`src/rtl/branch_pred_pkg.sv`:
```
// branch_pred_pkg: shared 2-bit predictor counter type and its saturating update.
package branch_pred_pkg;

    typedef enum logic [1:0] {SNT, WNT, WT, ST} pred_counter_t;

    function automatic pred_counter_t sat_update(pred_counter_t c, logic taken);
        return taken ? (c == ST  ? ST  : pred_counter_t'(c + 2'd1))
                     : (c == SNT ? SNT : pred_counter_t'(c - 2'd1));
    endfunction

endpackage

```
`src/rtl/branch_target_buffer.sv`:
```
// branch_target_buffer: flop-array BTB with an async fetch read port and an execute read-modify-write port.
module branch_target_buffer
    import branch_pred_pkg::*;
#(
    parameter int ENTRIES    = 16,
    parameter int DATA_WIDTH = 32
) (
    input  logic                  clk,
    input  logic                  rst,
    input  logic [DATA_WIDTH-1:2] rd_pc,
    output logic                  rd_hit,
    output logic [DATA_WIDTH-1:0] rd_target,
    output pred_counter_t         rd_counter,
    input  logic [DATA_WIDTH-1:2] ex_pc,
    output logic                  ex_hit,
    output logic [DATA_WIDTH-1:0] ex_target,
    output pred_counter_t         ex_counter,
    input  logic                  wr_en,
    input  logic [DATA_WIDTH-1:0] wr_target,
    input  pred_counter_t         wr_counter
);
    localparam int IDX = $clog2(ENTRIES);

    logic                       valid   [ENTRIES];
    logic [DATA_WIDTH-1:IDX+2]  tag     [ENTRIES];
    logic [DATA_WIDTH-1:0]      target  [ENTRIES];
    pred_counter_t              counter [ENTRIES];
    logic [IDX-1:0]             rd_idx;
    logic [IDX-1:0]             ex_idx;

    assign rd_idx     = rd_pc[IDX+1:2];
    assign ex_idx     = ex_pc[IDX+1:2];
    assign rd_hit     = valid[rd_idx] && tag[rd_idx] == rd_pc[DATA_WIDTH-1:IDX+2];
    assign rd_target  = target[rd_idx];
    assign rd_counter = counter[rd_idx];
    assign ex_hit     = valid[ex_idx] && tag[ex_idx] == ex_pc[DATA_WIDTH-1:IDX+2];
    assign ex_target  = target[ex_idx];
    assign ex_counter = counter[ex_idx];

    always_ff @(posedge clk or posedge rst) begin
        if (rst) begin
            for (int i = 0; i < ENTRIES; i++) begin
                valid[i]   <= 1'b0;
                tag[i]     <= '0;
                target[i]  <= '0;
                counter[i] <= WNT;
            end
        end else if (wr_en) begin
            valid[ex_idx]   <= 1'b1;
            tag[ex_idx]     <= ex_pc[DATA_WIDTH-1:IDX+2];
            target[ex_idx]  <= wr_target;
            counter[ex_idx] <= wr_counter;
        end
    end

endmodule

```
`src/rtl/branch_predictor.sv`:
```
// branch_predictor: fetch-stage taken/target prediction trained by execute-stage branch resolution.
module branch_predictor
    import branch_pred_pkg::*;
#(
    parameter int ENTRIES    = 16,
    parameter int DATA_WIDTH = 32
) (
    input  logic                  clk,
    input  logic                  rst,
    input  logic [DATA_WIDTH-1:0] PCF,
    output logic                  PredictTakenF,
    output logic [DATA_WIDTH-1:0] PredictTargetF,
    input  logic                  UpdateE,
    input  logic                  IsJumpE,
    input  logic [DATA_WIDTH-1:0] PCE,
    input  logic                  TakenE,
    input  logic [DATA_WIDTH-1:0] TargetE,
    input  logic                  PredTakenE,
    input  logic [DATA_WIDTH-1:0] PredTargetE,
    output logic                  MispredictE,
    output logic [DATA_WIDTH-1:0] RecoverPCE,
    output logic [31:0]           BranchCount,
    output logic [31:0]           MispredictCount
);
    logic                  rd_hit;
    logic                  ex_hit;
    logic                  wr_en;
    logic [DATA_WIDTH-1:0] rd_target;
    logic [DATA_WIDTH-1:0] ex_target;
    logic [DATA_WIDTH-1:0] wr_target;
    pred_counter_t         rd_counter;
    pred_counter_t         ex_counter;
    pred_counter_t         wr_counter;

    branch_target_buffer #(.ENTRIES(ENTRIES), .DATA_WIDTH(DATA_WIDTH)) u_btb (
        .clk       (clk),
        .rst       (rst),
        .rd_pc     (PCF[DATA_WIDTH-1:2]),
        .rd_hit    (rd_hit),
        .rd_target (rd_target),
        .rd_counter(rd_counter),
        .ex_pc     (PCE[DATA_WIDTH-1:2]),
        .ex_hit    (ex_hit),
        .ex_target (ex_target),
        .ex_counter(ex_counter),
        .wr_en     (wr_en),
        .wr_target (wr_target),
        .wr_counter(wr_counter)
    );

    assign PredictTakenF  = rd_hit && (rd_counter == WT || rd_counter == ST);
    assign PredictTargetF = PredictTakenF ? rd_target : PCF + DATA_WIDTH'(4);
    assign MispredictE    = UpdateE && ((PredTakenE != TakenE) ||
                            (TakenE && PredTakenE && PredTargetE != TargetE));
    assign RecoverPCE     = TakenE ? TargetE : PCE + DATA_WIDTH'(4);

    // Not-taken misses never allocate; hits keep their target unless taken.
    always_comb begin
        wr_en      = UpdateE && (ex_hit || TakenE);
        wr_target  = TakenE ? TargetE : ex_target;
        wr_counter = IsJumpE ? ST : ex_hit ? sat_update(ex_counter, TakenE) : WT;
    end

    always_ff @(posedge clk or posedge rst) begin
        if (rst) begin
            BranchCount     <= '0;
            MispredictCount <= '0;
        end else if (UpdateE) begin
            if (BranchCount != '1)
                BranchCount <= BranchCount + 32'd1;
            if (MispredictE && MispredictCount != '1)
                MispredictCount <= MispredictCount + 32'd1;
        end
    end

endmodule

```
`config.mk`:
```
export PLATFORM = sky130hd
export DESIGN_NAME = branch_predictor
export DESIGN_NICKNAME = d
export VERILOG_FILES = /design/src/rtl/branch_pred_pkg.sv /design/src/rtl/branch_target_buffer.sv /design/src/rtl/branch_predictor.sv
export SDC_FILE = /design/constraint.sdc
export NUM_CORES = 2
export LEC_CHECK = 0
export BUFFER_PORTS_ARGS = -buffer_cell sky130_fd_sc_hd__clkbuf_2
export CORE_MARGIN = 4
export CORE_UTILIZATION = 45
export CTS_BUF_LIST = sky130_fd_sc_hd__clkbuf_2 sky130_fd_sc_hd__clkbuf_4 sky130_fd_sc_hd__clkbuf_8
export DETAILED_ROUTE_END_ITERATION = 10
export GPL_TIMING_DRIVEN = 0
export MAX_ROUTING_LAYER = met4
export PLACE_DENSITY = 0.6
export SLEW_MARGIN = 0
export SYNTH_ARGS = -nofsm -noshare
export SYNTH_HDL_FRONTEND = slang
export SYNTH_HIERARCHICAL = 1
export SYNTH_SLANG_ARGS = --single-unit
```
`constraint.sdc`:
```
create_clock -name clk -period 40.5 [get_ports clk]
set_input_delay 2.025 -clock clk [delete_from_list [all_inputs] [get_ports clk]]
set_output_delay 2.025 -clock clk [all_outputs]
set_load 0.01 [all_outputs]
```
# Word-level counts from Yosys, hierarchy flattened
# Cells that the tools add are included.
# Widths: inputs -> output; s select.
# word_totals
reg_bits	1040
input_bits	134
wordCells	145
# classes
add_sub_neg	6
order_cmp	3
eq_ne	9
muxes	43
bitwise	3
reduce_logical	15
# ops
op	n
$bwmux 512	1
$bwmux 416	1
$bmux 32 s4	2
$mux 32	8
$bmux 26 s4	2
$mux 26	5
$demux 32 s4	1
$demux 26 s4	1
$add 32x1->32 const B	2
$add 32x3->32 const B	2
$ne 32x32->1 const B	2
$eq 26x26->1	2
$bwmux 32	1
$ne 32x32->1	1
$mux 2	10
$bmux 2 s4	2
$or 16x16->16	1
$ge 5x5->1 const B	2
$not 4->5	2
$logic_and 1x1->1	9
$bmux 1 s4	2
$demux 2 s4	1
$eq 2x2->1 const B	3
$lt 5x1->1 const B	1
8 further kinds	15

# Depth between registers and ports, before layout
# depth
word_depth	10
ltp_mapped	18

# Hierarchy
# Netlist, hierarchy kept.
# by_module_without_submodules
module	n_inst	cells_each	area_each_um2	seq_area_each_um2
branch_target_buffer	1	3390	52461.6	24443.4
branch_predictor	1	688	5361.4	1601.5

# Worst setup path after synthesis
# OpenSTA, ideal clock, no wires.
# synth_path
path_kind	input -> output
startpoint	input port PCF[2]
endpoint	output port PredictTargetF[3]
arrival_time_ns	5.210
path_slack_ns	33.265
path_stages	14
path_cell_list	buf_4 > buf_4 > buf_4 > buf_2 > mux4_2 > a2111oi_0 > o2bb2ai_1 > o2111ai_1 > a222oi_1 > and4b_1 > and2_1 > clkbuf_1 > clkbuf_1 > mux2_2
# synth_via
elab_chain_len	8
elab_cells_between_ends	21
# synth_rtl
element	line	rtl
start, declared	branch_predictor.sv:10	input logic [DATA_WIDTH-1:0] PCF,
$not 4->5 (not written as such) *	branch_target_buffer.sv:33	assign rd_hit = valid[rd_idx] && tag[rd_idx] == rd_pc[DATA_WIDTH-1:IDX+2];
$bmux 26 s4	branch_target_buffer.sv:33	
$mux 26 (not written as such) (2 in a row)	branch_target_buffer.sv:33	
$eq 26x26->1	branch_target_buffer.sv:33	
$logic_and 1x1->1 *	branch_target_buffer.sv:33	
via rd_hit	branch_predictor.sv:25	logic rd_hit;
$logic_and 1x1->1 *	branch_predictor.sv:51	assign PredictTakenF = rd_hit && (rd_counter == WT || rd_counter == ST);
$mux 32 *	branch_predictor.sv:52	assign PredictTargetF = PredictTakenF ? rd_target : PCF + DATA_WIDTH'(4);
end, declared	branch_predictor.sv:12	output logic [DATA_WIDTH-1:0] PredictTargetF,
# Mark *: on every way through the listed nets, which the timed path passes. The rest lies on a longest branch. The select of a mux whose other input is x is not followed.

# Worst setup path in the final report
# layout_path
startpoint	input port PCF[4]
endpoint	output port PredictTargetF[7]
# The elaborated chain is that of the path after synthesis.

==> results.json <==
{
  "status": "finished, violations left",
  "violations": "capacitance limit, slew limit",
  "wl_mm": 249.2,
  "p_switching_w": 0.0009855,
  "grt_usage": 0.3796,
  "dp_cells": 6013,
  "hpwlAfterDp_mm": 180.0,
  "crit_chain": "clkbuf_2 > buf_2 > buf_2 > buf_2 > buf_2 > mux4_2 > mux2i_1 > o22ai_1 > a211oi_1 > o2111ai_1 > o31ai_1 > and4b_1 > and2_1 > clkbuf_1 > clkbuf_1 > o21ai_0 > clkbuf_2",
  "end_kind": "output pin",
  "antenna_found_initial": 24,
  "fin_area_sq_um": 65640,
  "syn_nets": 4212,
  "clkPwrFrac": 0.342,
  "drv_cap": 5,
  "cpPeakStageDelay_ns": 0.84,
  "hold_path_depth": 1,
  "die_h_microns": 366.1,
  "grt_overflow": 0,
  "grt_max_degree": 128,
  "cts-root-buf": "clkbuf_8",
  "p_total_w": 0.003190,
  "layout-drive-gt1-share": 0.4839,
  "io_buffers": 263,
  "timing.rr.end": "u_btb/tag[159]",
  "fin_skew_ns": 0.04890,
  "num_vias": 42590,
  "place_area_sq_um": 61470,
  "ant_nets": 0,
  "critPathKind": "in2out",
  "reg2regPathDepth": 12,
  "fin_crit_sh": 0.2971,
  "final_common_cell": "dfrtp_1",
  "setup_viol": 0,
  "crit_top_cell": "buf_2",
  "worst_pin_slew_ns": 1.590,
  "post_cts_resized": 0,
  "cp_top_family": "buffers and inverters",
  "fmax_mhz": 83.11,
  "reg2reg_from": "u_btb/tag[410]",
  "drtIter0Drc": 5352,
  "cts_buffer_depth": 3,
  "required_ns": 38.47,
  "critical_path.startpoint_type": "input pin",
  "critPathArrivalTime_ns": 10.01,
  "cp_slowest_cell": "o31ai_1",
  "power_density_nw_per_um2": 48.60,
  "die-area_sq_um": 134000,
  "power.leakage_nw": 28.62,
  "hold_viol": 0,
  "ios": 264,
  "post-route-util": 0.5148,
  "min_to": "BranchCount[5]",
  "pwr-share-comb": 0.230,
  "drv_slew": 38,
  "clk_pin_slew_ns": 0.06,
  "internal-power_w": 0.002204,
  "core_sq_um": 127500,
  "final_cell_count_no_fill": 6366,
  "cts_setup_buffers": 0,
  "relSlewSlack": -0.06401,
  "cts.sinks": 1040,
  "die_w_microns": 366.1,
  "cts_buffers": 188,
  "start_util": 0.4526,
  "first_global_vias": 42660,
  "hold_start": "BranchCount[5]",
  "cts_htree_levels": 4,
  "path_max_fanout": 10,
  "cts_tree": "yes",
  "clk_latency_ns": 0.93,
  "avgSynthCellArea_sq_um": 14.17,
  "grt_pass1_wl_mm": 344.5,
  "first_pass_iters": 6,
  "rsz0062_at_grt": "no",
  "synth_area_sq_um": 57710,
  "syn_to_final_growth_pct": 13.74,
  "p_sw_frac": 0.3089,
  "gp_congestion": 1.121,
  "fin_setup_tns_ns": 0,
  "period_minus_slack_ns": 12.03,
  "final_cell_mix": "dfrtp_1, mux2_2, mux4_2, clkbuf_2, clkbuf_8",
  "max-vdd-ir-drop_mv": 0.03358,
  "netlist_instances": 4073,
  "via_per_inst": 6.691,
  "cts_hold_buf": 0,
  "wl_per_cell_microns": 39.15,
  "yosys_warnings": 6,
  "fillers": 11160,
  "r2r_slack_ns": 33.17,
  "drc_errors": 0,
  "nets": 4680,
  "pwr-share-seq": 0.428,
  "critical_path_buf_inv_count": 8,
  "hp-class": "reg2reg",
  "num_rows": 131
}
==> through the flow <==
stage	hold slack [ns]	setup WS (ns)
after global routing	0.5156	28.71
after detailed placement	0.4791	29.03
final	0.4965	28.47
after floorplan	0.4461	11.05
after CTS	0.4932	29.00
after global placement	0.4620	-0.9797
==> how the worst max path moves through the flow <==
| stage | slack [ns] | startpoint | endpoint | cells after the start |
|---|---|---|---|---|
| final | 28.47 | PCF[4] | PredictTargetF[7] | 17 |
| after global routing | 28.71 | PCF[4] | PredictTargetF[31] | 18 |
| after CTS | 29.00 | PCF[4] | PredictTargetF[31] | 18 |
| after detailed placement | 29.03 | PCF[4] | PredictTargetF[31] | 18 |
| after global placement | -0.98 | rst | u_btb/target[408] | 2 |
| after floorplan | 11.05 | rst | u_btb/counter[11] | 1 |
==> routing by layer <==
layer | wire, microns | part of all wire | GRT usage | vias up
met5 | 0 | 0 | - | -
met4 | 16210 | 0.065 | 0.1976 | 0
met3 | 27960 | 0.11 | 0.1181 | 672
met2 | 108500 | 0.44 | 0.5430 | 2715
met1 | 96540 | 0.39 | 0.4869 | 22720
li1 | - | - | - | 16490
==> power groups by stage <==
stage,Sequential (W),Combinational [W],Clock [W]
2_1_floorplan,0.00133,0.000491,0
3_3_place_gp,0.00137,0.000706,0
3_5_place_dp,0.00138,0.000718,0
4_1_cts,0.00136,0.000720,0.00111
6_report,0.00137,0.000732,0.00109
5_1_grt,0.00139,0.000762,0.00116
==> cell type report <==
| cell class | instances | area, sq um | area share |
|---|---|---|---|
| Inverter | 76 | 292.8 | 0.004460 |
| Sequential cell | 1040 | 26050 | 0.3968 |
| Multi-Input combinational cell | 2602 | 29840 | 0.4546 |
| Clock inverter | 42 | 362.8 | 0.005528 |
| Timing Repair Buffer | 278 | 1652 | 0.02516 |
| Tap cell | 1662 | 2079 | 0.03168 |
| Clock buffer | 296 | 3767 | 0.05739 |
| Buffer | 355 | 1564 | 0.02383 |
| Antenna cell | 15 | 37.54 | 0.0005718 |
==> state kept, by name (all words and copies together), names as in the netlist <==
signal,flops
BranchCount,32
MispredictCount,32
u_btb/counter,32
u_btb/tag,416
u_btb/target,512
u_btb/valid,16
==> worst reg2reg max path, cell delays in order (launching register included) <==
cell and delay, ns:
dfrtp_1 0.41, mux4_2 0.48, mux2i_1 0.90, o22ai_1 0.20, a211o_1 0.27, o32ai_1 0.35, o2111ai_1 0.30, nor4_1 1.12
o21a_1 0.27, nand3_1 0.18, nor2_1 1.07, clkbuf_1 1.21, mux2_2 0.44
No activity file was read; power rests on OpenSTA's default activity.
